$ cat config.mk
export PLATFORM = sky130hd
export DESIGN_NAME = serial_tx_dev
export DESIGN_NICKNAME = d
export VERILOG_FILES = /design/src/rtl/serial_tx_dev.sv
export SDC_FILE = /design/constraint.sdc
export NUM_CORES = 1
export LEC_CHECK = 0
export ABC_AREA = 1
export CAP_MARGIN = 40
export CORE_UTILIZATION = 45
export DETAILED_ROUTE_END_ITERATION = 6
export PLACE_DENSITY = 0.66
export SYNTH_ARGS = -nofsm -noshare
export SYNTH_HDL_FRONTEND = slang
export SYNTH_SLANG_ARGS = --single-unit
$ cat constraint.sdc
create_clock -name clk -period 2.4 [get_ports clk]
set_input_delay 0.48 -clock clk [delete_from_list [all_inputs] [get_ports clk]]
set_output_delay 0.48 -clock clk [all_outputs]
set_load 0.01 [all_outputs]
$ cat src/rtl/serial_tx_dev.sv
// Write-only UART-style (8N1) transmitter behind the bridge: CPU pushes bytes into a small
// FIFO, an FSM shifts them out LSB-first. Optional parity frame via SERIAL_TX_PARITY_EN.
module serial_tx_dev #(
  parameter int FIFO_DEPTH  = 4,
  parameter int DIV_W       = 16,
  parameter int DEFAULT_DIV = 15
) (
  input  logic        clk,
  input  logic        rst,
  input  logic        we,
  input  logic [1:0]  addr,
  input  logic [31:0] wd,
  output logic [31:0] rd,
  output logic        txd,
  output logic        irq
);

  localparam int PTR_W = $clog2(FIFO_DEPTH);
  localparam int CNT_W = PTR_W + 1;

  typedef enum logic [2:0] {
    S_IDLE,
    S_START,
    S_DATA,
    S_PARITY,
    S_STOP
  } state_t;

  // Bridge handshake: a register access is a single-cycle strobe (we=1 for one clk);
  // there is no back-pressure, so a push into a full FIFO is dropped and flagged in OVF.

  logic             en_q;
  logic             irqen_q;
  logic             pen_q;
  logic             odd_q;
  logic             ovf_q;
  logic [DIV_W-1:0] baud_q;

  logic [7:0]       mem [FIFO_DEPTH];
  logic [PTR_W-1:0] wr_ptr;
  logic [PTR_W-1:0] rd_ptr;
  logic [CNT_W-1:0] count;

  state_t           state;
  logic [DIV_W-1:0] div_q;
  logic [DIV_W-1:0] bit_cnt;
  logic [7:0]       shift_q;
  logic [2:0]       bit_idx;
  logic             par_q;
  logic             frame_pen;
  logic             txd_q;
  logic             irq_q;

  logic             wr_ctrl;
  logic             wr_data;
  logic             wr_baud;
  logic             empty;
  logic             full;
  logic             busy;
  logic             bit_end;
  logic             pop;
  logic             push_ok;
  logic [7:0]       head;
  logic             unused_wd;

  assign wr_ctrl = we && (addr == 2'd0);
  assign wr_data = we && (addr == 2'd2);
  assign wr_baud = we && (addr == 2'd3);

  assign empty   = (count == '0);
  assign full    = (count == CNT_W'(FIFO_DEPTH));
  assign busy    = (state != S_IDLE);
  assign bit_end = (bit_cnt == '0);
  assign head    = mem[rd_ptr];

  // A new frame starts from IDLE, or straight out of the last STOP cycle so frames abut.
  assign pop     = en_q && !empty &&
                   ((state == S_IDLE) || ((state == S_STOP) && bit_end));
  assign push_ok = wr_data && (!full || pop);

  assign unused_wd = ^wd[31:DIV_W];

  // Control, baud and overflow registers
  always_ff @(posedge clk or posedge rst) begin
    if (rst) begin
      en_q    <= 1'b0;
      irqen_q <= 1'b0;
      ovf_q   <= 1'b0;
      baud_q  <= DIV_W'(DEFAULT_DIV);
    end else begin
      if (wr_ctrl) begin
        en_q    <= wd[0];
        irqen_q <= wd[1];
      end
      if (wr_baud) begin
        baud_q <= wd[DIV_W-1:0];
      end
      if (wr_ctrl) begin
        ovf_q <= 1'b0;
      end else if (wr_data && !push_ok) begin
        ovf_q <= 1'b1;
      end
    end
  end

`ifdef SERIAL_TX_PARITY_EN
  always_ff @(posedge clk or posedge rst) begin
    if (rst) begin
      pen_q <= 1'b0;
      odd_q <= 1'b0;
    end else if (wr_ctrl) begin
      pen_q <= wd[2];
      odd_q <= wd[3];
    end
  end
`else
  assign pen_q = 1'b0;
  assign odd_q = 1'b0;
`endif

  // FIFO storage carries no reset; only pointers and count define its contents.
  always_ff @(posedge clk) begin
    if (push_ok) begin
      mem[wr_ptr] <= wd[7:0];
    end
  end

  always_ff @(posedge clk or posedge rst) begin
    if (rst) begin
      wr_ptr <= '0;
      rd_ptr <= '0;
      count  <= '0;
    end else begin
      if (push_ok) begin
        wr_ptr <= wr_ptr + PTR_W'(1);
      end
      if (pop) begin
        rd_ptr <= rd_ptr + PTR_W'(1);
      end
      case ({push_ok, pop})
        2'b10:   count <= count + CNT_W'(1);
        2'b01:   count <= count - CNT_W'(1);
        default: count <= count;
      endcase
    end
  end

  // Transmit FSM; div_q freezes the bit period for the whole frame.
  always_ff @(posedge clk or posedge rst) begin
    if (rst) begin
      state     <= S_IDLE;
      txd_q     <= 1'b1;
      div_q     <= '0;
      bit_cnt   <= '0;
      shift_q   <= '0;
      bit_idx   <= '0;
      par_q     <= 1'b0;
      frame_pen <= 1'b0;
    end else if (pop) begin
      state     <= S_START;
      txd_q     <= 1'b0;
      shift_q   <= head;
      div_q     <= baud_q;
      bit_cnt   <= baud_q;
      bit_idx   <= '0;
      par_q     <= (^head) ^ odd_q;
      frame_pen <= pen_q;
    end else begin
      case (state)
        S_IDLE: begin
          txd_q <= 1'b1;
        end
        S_START: begin
          if (!bit_end) begin
            bit_cnt <= bit_cnt - DIV_W'(1);
          end else begin
            state   <= S_DATA;
            txd_q   <= shift_q[0];
            shift_q <= shift_q >> 1;
            bit_idx <= '0;
            bit_cnt <= div_q;
          end
        end
        S_DATA: begin
          if (!bit_end) begin
            bit_cnt <= bit_cnt - DIV_W'(1);
          end else begin
            bit_cnt <= div_q;
            if (bit_idx == 3'd7) begin
              if (frame_pen) begin
                state <= S_PARITY;
                txd_q <= par_q;
              end else begin
                state <= S_STOP;
                txd_q <= 1'b1;
              end
            end else begin
              bit_idx <= bit_idx + 3'd1;
              txd_q   <= shift_q[0];
              shift_q <= shift_q >> 1;
            end
          end
        end
        S_PARITY: begin
          if (!bit_end) begin
            bit_cnt <= bit_cnt - DIV_W'(1);
          end else begin
            state   <= S_STOP;
            txd_q   <= 1'b1;
            bit_cnt <= div_q;
          end
        end
        S_STOP: begin
          if (!bit_end) begin
            bit_cnt <= bit_cnt - DIV_W'(1);
          end else begin
            state <= S_IDLE;
            txd_q <= 1'b1;
          end
        end
        default: begin
          state <= S_IDLE;
          txd_q <= 1'b1;
        end
      endcase
    end
  end

  always_ff @(posedge clk or posedge rst) begin
    if (rst) begin
      irq_q <= 1'b0;
    end else begin
      irq_q <= irqen_q && en_q && empty && !busy;
    end
  end

  assign txd = txd_q;
  assign irq = irq_q;

  always_comb begin
    rd = '0;
    case (addr)
      2'd0: begin
        rd[0] = en_q;
        rd[1] = irqen_q;
        rd[2] = pen_q;
        rd[3] = odd_q;
      end
      2'd1: begin
        rd[0]   = busy;
        rd[1]   = full;
        rd[2]   = empty;
        rd[3]   = ovf_q;
        rd[7:4] = 4'(count);
      end
      2'd3: begin
        rd[DIV_W-1:0] = baud_q;
      end
      default: begin
        rd = '0;
      end
    endcase
  end

endmodule

==> results.ini <==
[finish]
diodes=0
nNetsFinal=681
mostFrequentLayoutCells=131 x nand2_1, 69 x dfrtp_1, 65 x inv_1, 61 x nor2_1, 41 x nand3_1
final_common_cell=nand2_1
num-fill-cells=965
area_growth_pct=18.3
fin_area_um2=6100
drive_above_1_share_pct=10.6

[floorplanning]
die-width_um=109
num_rows=38
ios=71
coreArea_um2=11000
dieArea_um2=11900
start_util_pct=47.0
die_y_um=109

[worst_setup_path]
crit_top_cell=clkdlybuf4s50_1
crit_arrival_ns=1.83
cp.required_ns=1.92
crit_buf_inv=2
slowest_stage=clkdlybuf4s50_1
crit_chain=clkdlybuf4s50_1 -> nand2_4 -> nor2_1 -> clkdlybuf4s50_1
path_delay_family=buffers and inverters
cpPeakStageDelay_ns=0.57
worstSetupStartpointType=input port
cp-end-kind=primary output
path_class=in -> out
critPathMaxFanout=10

[cts]
postCtsSetupBuffers=0
cts.clk_slew.worst_paths_ns=0.07
clk_latency_ns=0.35
clkSinkCount=106
clk_path_buf_depth=2
htree_levels=3
cts_hold_buf=0
numCtsBuffers=9
cts_root_buffer=clkbuf_16
cts_tree=yes

[logic_synthesis]
synth_top_family_by_area=simple AND/OR/NAND/NOR gates
synth_edf_count=32
synth-compound-area-share_pct=10.9
ys_ff_latch=106
synth_fa_ha_area_share_pct=2.09
synthFlopType=dfrtp_1
ys_async_sr_fraction_pct=69.8
syn-cell-area_um2=5160
syn_avg_cell_area_um2=8.93
synth_mux_area_share_pct=0
synth-xor-area-share_pct=1.70
yosysSeqAreaShare_pct=54.6
ys_warn_count=0
synth_cell_types=40
syn-instance-count=578
yosys.area_share.simple_pct=21.7

[detailed_routing]
firstDrtPassIters=4
drt-vias-per-instance=5.08
via_count=3968
drc=0
ant_nets=0
wl_per_cell_um=14.6
wirelength_mm=11.4
drt_iter0_markers=166

[place]
dp_hpwl_mm=8.22
port_buffers=38
place_congestion=0.913
placed_cell_area_um2=5800

[sta]
fmax_mhz=433
rsz0062_at_grt=false
relSlewSlack_pct=62.2
finalSetupViolCount=0
worst-slew-pin-transition_ns=0.566
timing.hold.ws_ns=0.477
maxSlewViolCount=0
hold_viol=0
min_period_ns=2.31
skew_ns=0.00923
fin_crit_sh_pct=96.1

[job]
cap_violations=0

[power_and_ir_drop]
p_switching_w=0.00273
comb_power_share_pct=38.2
internal_power_w=0.00416
leakagePower_nw=2.94
powerDensity_nw_per_um2=1130
irDropWorstVdd_v=0.000505
clkPwrFrac_pct=21.9
switching_share_pct=39.6
seqPwrFrac_pct=39.9

[grt]
globalRouteTotalUtil_pct=21.5
antenna_found_initial=0
grt_first_pass_wirelength_mm=19.1
grt_pass1_vias=3806
grt_start_max_net_pins=32
grt_overflow=0

[hold_path]
hold_class=reg -> reg

[status]
outcome=finished, final reports clean

==> cell families after synthesis <==
group / count (synthesis)
buffers and inverters: 100
other: 1
flip-flops: 106
AND/OR/NAND/NOR: 260
AO/OA/AOI/OAI: 93
XOR/XNOR: 10
adder cells (fa/ha/maj): 8
==> metrics by stage <==
stage | TNS, ns | setup slack [ns] | util (%) | instances | power [W]
2_1_floorplan | 0 | 0.0467 | - | 593 | 0.00467
3_3_place_gp | -3.02 | -0.233 | 52.8 | 765 | 0.00532
3_5_place_dp | -2.83 | -0.217 | 52.8 | 765 | 0.00541
4_1_cts | 0 | 0.00149 | 55.5 | 781 | 0.00692
5_1_grt | 0 | 0.0108 | 55.6 | 781 | 0.00742
6_report | 0 | 0.0925 | 55.6 | 781 | 0.00688
==> flip-flops by register name, summed over array words and instances, names as in the netlist, 3 cells and up <==
signal and flops:
mem 32, div_q 16, baud_q 16, bit_cnt 16, state 3, count 3, shift_q 8, bit_idx 3
==> cell type report <==
type	count	area, um^2	area share [%]
clock buffers	10	229	3.75
clock inverters	6	75.1	1.23
inverters	68	255	4.18
multi-input cells	387	1940	31.9
flip-flops and latches	106	2820	46.2
well taps	140	175	2.87
repair buffers	64	604	9.90
==> cells in the mapped netlist, drive strengths merged, types with 2 or more instances <==
cell    number  area [um^2]
nand2      138          541
dfrtp       69         1730
inv         68          255
nor2        68          283
o21ai       44          235
nand3       42          223
edfxtp      32          961
buf         25          181
a21oi       20          111
o211ai      14          110
o22ai       11         68.8
clkbuf       7         26.3
ha           7         87.6
xor2         7         61.3
dfstp        5          131
nand4        5         31.3
nor3         4         20.0
xnor2        3         26.3
nand3b       2         15.0
==> path summary, 6_finish.rpt <==
check / start / end / slack, ns / depth (start not counted)
worst min register to register: div_q[0] / div_q[0] / 0.48 / 2
worst max register to register: bit_cnt[0] / count[2] / 0.15 / 13
worst max-delay path: addr[0] / rd[15] / 0.09 / 4
worst min-delay path: div_q[0] / div_q[0] / 0.48 / 2
min in group asynchronous: rst / wr_ptr[1] / 0.50 / 2
max in group asynchronous: rst / baud_q[1] / 1.29 / 3
==> worst register-to-register path: stages (launching register included) <==
cell and delay [ns]:
dfrtp_1 0.39, inv_1 0.14, ha_1 0.20, nand2_1 0.11, nor2_2 0.19, nand3_4 0.10, nand2_4 0.11, nand3_1 0.16
fa_1 0.44, inv_1 0.09, nand4_1 0.08, nand3_1 0.09, nand2_1 0.06, inv_1 0.05
==> power groups by stage <==
stage / clock (W) / sequential, W / combinational (W)
floorplan: 0 / 0.00267 / 0.00200
global placement: 0 / 0.00276 / 0.00255
detailed placement: 0 / 0.00277 / 0.00264
CTS: 0.00154 / 0.00274 / 0.00264
global route: 0.00161 / 0.00281 / 0.00299
finish: 0.00151 / 0.00274 / 0.00263
==> what timing repair did <==
item                                   in CTS  in global routing
pin swaps                                   0                  1
setup endpoints to repair                  16                  5
endpoints found under the hold margin       0                  0
resized for setup                          15                  4
==> metal layers <==
layer	vias to the layer above	routed length, um	track usage [%]
li1	1978	-	-
met1	1873	5320	29.8
met2	104	5370	33.7
met3	13	594	4.18
met4	0	149	7.14
met5	-	0	0
Note: power is estimated with default switching activity, not from simulation.
==> RTL edit 1: new RTL, same flow settings <==
The option `SERIAL_TX_PARITY_EN` is turned on by a define.
--- a/src/rtl/serial_tx_dev.sv
+++ b/src/rtl/serial_tx_dev.sv
@@ -1,5 +1,7 @@
 // Write-only UART-style (8N1) transmitter behind the bridge: CPU pushes bytes into a small
 // FIFO, an FSM shifts them out LSB-first. Optional parity frame via SERIAL_TX_PARITY_EN.
+`define SERIAL_TX_PARITY_EN
+
 module serial_tx_dev #(
   parameter int FIFO_DEPTH  = 4,
   parameter int DIV_W       = 16,
Check against the original RTL: not equivalent (Yosys sat finds a counterexample within 4 cycles, from zero or initial values and one cycle with rst high).
==> RTL edit 1 against the unedited design <==
- setup slack better by 32 ps
- critical endpoint is now rd[7]
- power up 13%
- via count is 12% higher
- fmax rose by 1.4%
- clock skew shrank 0.52 ps
- clock power decreased by 5%
- routed wire length up 5.0%
- sequential cell count grew 4
- largest cell class unchanged
- register-to-register slack improved by 70 ps
- synthesized area rose by 9.4%
- worst hold slack got worse by 31 ps
- cell area is 8.0% higher
==> RTL edit 1: results (changes against the unedited design) <==
stage,metric,value,unit,change
routing,first_pass_iters,6,,+2
clocking,cts_buffers,9,,unchanged
synth,synth.distinct_cells,38,,-5.0%
routing,first_iter_violations,272,,+64%
final_layout,regMostFlops,mem,,
grt,antenna_found_initial,0,,unchanged
final_layout,fin_nets,772,,+13%
place,dpl_cell_area,6290,sq um,+8.6%
hold_path,hp-class,in -> async,,
routing,via_per_inst,4.95,,-2.5%
critical_path,cp_data_arrival_time,1800,ps,-30 ps
critical_path,crit_fanout,6,,-4
grt,grt_pass1_wl,20400,um,+6.7%
routing,drc_errors,0,,unchanged
clocking,cts_max_level,3,,unchanged
clocking,cts-root-buf,clkbuf_16,,
sta,final.period_utilization,0.948,,-0.0132
clocking,clk_path_buf_depth,2,,unchanged
power,power.leakage,0.00323,uW,+9.6%
place,gp_congestion,0.845,,-7.5%
grt,grt_start_max_net_pins,66,,+110%
place,hpwl,8790,um,+7.0%
clocking,clkTransAtPathRegs,70,ps,about the same
synth,seq_area_frac_synth,0.517,,-0.0294
final_layout,fillers,1161,,+20%
clocking,clk_latency,360,ps,
synth,synth-main-ff-cell,dfrtp_1,,
synth,netlist_top_cells_count,"nand2_1, dfrtp_1, inv_1, nor2_1, nand3_1",,
grt,grtUsageTotal,0.204,,-0.0106
synth,async_flop_share,0.709,,+0.0110
critical_path,regToRegSetupSlack,220,ps,+70 ps
clocking,post-cts-setup-buffers,0,,unchanged
final_layout,largest_register_ffs,32,,unchanged
synth,synth-edff-count,32,,unchanged
clocking,cts_resized,16,,+1
sta,skew,8.70,ps,-0.525 ps
final_layout,drive_above_1_share,0.102,,-0.00363
place,dp_slack,-158,ps,+59.5 ps
power,ir_drop,536,uV,+6.1%
run_status,outcome,finished clean,,
routing,drt_wl_total,12000,um,+5.0%
final_layout,insertedDiodeCount,0,,unchanged
place,portBuffers,38,,unchanged
grt,grt_pass1_vias,4215,,+11%
synth,ys.warnings.count,0,,unchanged
synth,ys_top_cells_by_area,"dfrtp_1, edfxtp_1, nand2_1",,
RTL edit 1: cell types whose count changed in the layout (fill, tap and decap cells not counted), sizes merged, moves of 5 or more:
cell     unedited run  this run
nand2             138       223
a31oi               0         6
o22ai              11         6
o21ai              44        23
xor2                7        12
o2111ai             1         8
nand3              42        54
RTL edit 1: power by group:
group,switching (uW),internal [uW]
sequential,433,2500
clock,707,722
combinational,2180,1240
RTL edit 1: final cells by class:
class / instances / area (sq um) / share of cell area
clock buffers: 10 / 229 / 0.0348
multi-input cells: 470 / 2310 / 0.351
inverters: 72 / 274 / 0.0416
clock inverters: 6 / 51.3 / 0.00779
repair buffers: 64 / 596 / 0.0904
flip-flops and latches: 110 / 2920 / 0.443
well taps: 168 / 210 / 0.0319
RTL edit 1: final timing paths:
path | start | end | cells after the start
setup reg to reg | bit_cnt[0] | count[2] | 15
max in group asynchronous | rst | baud_q[0] | 3
setup / recovery | addr[1] | rd[7] | 4
hold reg to reg | div_q[15] | div_q[15] | 2
min in group clk | div_q[15] | div_q[15] | 2
hold / removal | rst | shift_q[2] | 2
RTL edit 1: logic make-up after synthesis:
group / share of synthesized area
fa+ha+maj: 0.0191
xor+xnor: 0.0233
simple gates: 0.263
other cells: 0.000664
compound gates: 0.0891
buf+inv: 0.0875
flops: 0.517
RTL edit 1: metrics by stage:
step           power [uW]   util  setup TNS [ps]  hold slack (ps)  cells
2_1_floorplan        5500      -               0              442    688
3_3_place_gp         6220  0.519            -918              454    883
3_5_place_dp         6370  0.520           -1160              459    884
4_1_cts              7800  0.542               0              452    900
5_1_grt              8470  0.544               0              472    900
6_report             7780  0.544               0              445    900
RTL edit 1: worst max-delay path: stages:
cell,delay (ps)
clkdlybuf4s50_1,510
nand2_2,120
nor2_1,130
clkdlybuf4s50_1,550
RTL edit 1: metal layers:
layer | share of wire | global-route usage | vias up | wire (um)
met1 | 0.48 | 0.289 | 2067 | 5800
met3 | 0.055 | 0.0462 | 17 | 661
met5 | 0 | 0 | - | 0
met2 | 0.44 | 0.305 | 120 | 5320
li1 | - | - | 2253 | -
met4 | 0.019 | 0.0805 | 0 | 229
==> RTL edit 2: new RTL, config.mk and constraints unchanged <==
Made on the original files. Encoding of `state_t`: now one-hot (5 bits for 5 states).
--- a/src/rtl/serial_tx_dev.sv
+++ b/src/rtl/serial_tx_dev.sv
@@ -18,12 +18,12 @@
   localparam int PTR_W = $clog2(FIFO_DEPTH);
   localparam int CNT_W = PTR_W + 1;
 
-  typedef enum logic [2:0] {
-    S_IDLE,
-    S_START,
-    S_DATA,
-    S_PARITY,
-    S_STOP
+  typedef enum logic [4:0] {
+    S_IDLE   = 5'b00001,
+    S_START  = 5'b00010,
+    S_DATA   = 5'b00100,
+    S_PARITY = 5'b01000,
+    S_STOP   = 5'b10000
   } state_t;
 
   // Bridge handshake: a register access is a single-cycle strobe (we=1 for one clk);
Function: no difference found for any inputs over 4 cycles, from zero or initial values and one cycle with rst high; so few cycles prove little.
==> RTL edit 2 against the unedited design <==
- sequential cell count rose by 1
- die area rose by 3.4%
- power rose by 0.80%
- first-iteration DRC count rose by 68%
- setup slack improved by 21 ps
- non-clock buffer count rose by 3
- critical path type is now reg -> reg
- synthesized area rose by 3.5%
- cell area rose by 3.6%
- routed wire length rose by 1.9%
==> RTL edit 2: results (changes against the unedited design) <==
stage,metric,value,unit,change
run_status,outcome,finished clean,,
critical_path,cp_data_arrival_time,2560,ps,+730 ps
hold_path,hp-class,in -> async,,
critical_path,slowest_stage,dfrtp_1,,
routing,wl_per_cell,13.7,um,-6.6%
routing,first_iter_violations,279,,+68%
grt,grt_pass1_vias,4051,,+6.4%
final_layout,nonClkBufAreaFrac,0.0998,,+0.000746
power,ir_drop,514,uV,+1.8%
final_layout,multi_input_comb_cells,443,,+14%
final_layout,drive_above_1_share,0.107,,+0.00111
final_layout,seq_area_frac,0.450,,-0.0118
synth,synth_compound_area_frac,0.0731,,-0.0355
clocking,cts_buffers,9,,unchanged
final_layout,finish.utilization,0.551,,-0.00448
final_layout,fin_nets,751,,+10%
critical_path,cpPeakStageDelay,440,ps,-130 ps
synth,synth-adder-area-share,0.0248,,+0.00398
synth,ys.warnings.count,0,,unchanged
final_layout,fillers,1034,,+7.2%
final_layout,num-nonclk-inverters,76,,+12%
synth,synthCells,644,,+11%
grt,antenna_found_initial,0,,unchanged
place,gp_congestion,0.901,,-1.4%
final_layout,final_cells,852,,+9.1%
place,portBuffers,38,,unchanged
critical_path,crit_fanout,5,,-5
synth,synth_xor_area_frac,0.00492,,-0.0121
synth,netlist_top_cells_count,"nand2_1, nor2_1, inv_1, dfrtp_1, nand3_1",,
critical_path,worst_setup_path_start_kind,register,,
sta,skew,7.25,ps,-1.98 ps
final_layout,clkCellAreaFrac,0.0475,,-0.00231
routing,first_pass_iters,5,,+1
critical_path,reg2reg_depth,12,,-1
floorplanning,core,11500,sq um,+4.4%
grt,grtUsageTotal,0.201,,-0.0140
synth,async_flop_share,0.701,,+0.00282
grt,grt_pass1_wl,19600,um,+2.4%
grt,grt_start_max_net_pins,33,,+3.1%
place,placedCellCount,834,,+9.0%
final_layout,multi_input_area_share,0.329,,+0.0102
place,dpl_cell_area,5990,sq um,+3.3%
place,hpwl,8450,um,+2.9%
critical_path,r2r_start,bit_cnt[4],,
synth,ys_top_cells_by_area,"dfrtp_1, edfxtp_1, nand2_1",,
synth,synth-edff-count,32,,unchanged
power,power.leakage,0.00311,uW,+5.4%
synth,ys_ff_latch,107,,+0.94%
power,switching_power,2780,uW,+2.0%
synth,seq_area_frac_synth,0.533,,-0.0135
critical_path,regToRegSetupSlack,110,ps,-40 ps
routing,vias,4304,,+8.5%
final_layout,buffers,67,,+4.7%
critical_path,reg2reg_to,count[1],,
sta,hold_slack,446,ps,-30.7 ps
final_layout,insertedDiodeCount,0,,unchanged
## RTL edit 2: changes by cell type after synthesis, sizes merged, moves of 5 or more
cell    unedited run  this run
nor2              68        81
inv               68        75
xor2               7         2
o211ai            14         0
o21ai             44        36
nand3             42        64
nand2            138       182
## RTL edit 2: what timing repair did
action / CTS / global route
buffers inserted: 1 / 1
hold buffers: 0 / 0
endpoints found under the setup margin: 16 / 6
resized for setup: 16 / 8
pin swaps: 1 / 3
## RTL edit 2: critical path, delay by kind of cell, from the launching register on
family / cells / cell delay [ps]
and+or+nand+nor: 8 / 900
AOI/OAI and AO/OA: 1 / 140
adders and majority gates: 2 / 630
DFF: 1 / 440
buffers and inverters: 1 / 100
## RTL edit 2: worst max-delay path by stage
| stage | slack [ps] | end | cells after the start |
|---|---|---|---|
| after floorplan | 20 | baud_q[10] | 1 |
| after global placement | -70 | rd[14] | 5 |
| after detailed placement | -90 | rd[10] | 5 |
| after CTS | 3 | rd[2] | 5 |
| after global routing | -8 | count[2] | 15 |
| final | 110 | count[1] | 12 |
## RTL edit 2: power by group through the flow
| stage | registers [uW] | clock network, uW | logic, uW |
|---|---|---|---|
| floorplan | 2700 | 0 | 1950 |
| global placement | 2800 | 0 | 2560 |
| detailed placement | 2810 | 0 | 2650 |
| CTS | 2780 | 1500 | 2670 |
| global route | 2850 | 1570 | 3060 |
| finish | 2780 | 1480 | 2670 |
## RTL edit 2: metal layers
layer | up-vias | GRT usage | part of all wire
met5 | - | 0 | 0
met1 | 2024 | 0.287 | 0.48
met4 | 0 | 0.0631 | 0.015
met3 | 9 | 0.0306 | 0.052
li1 | 2156 | - | -
met2 | 115 | 0.315 | 0.46
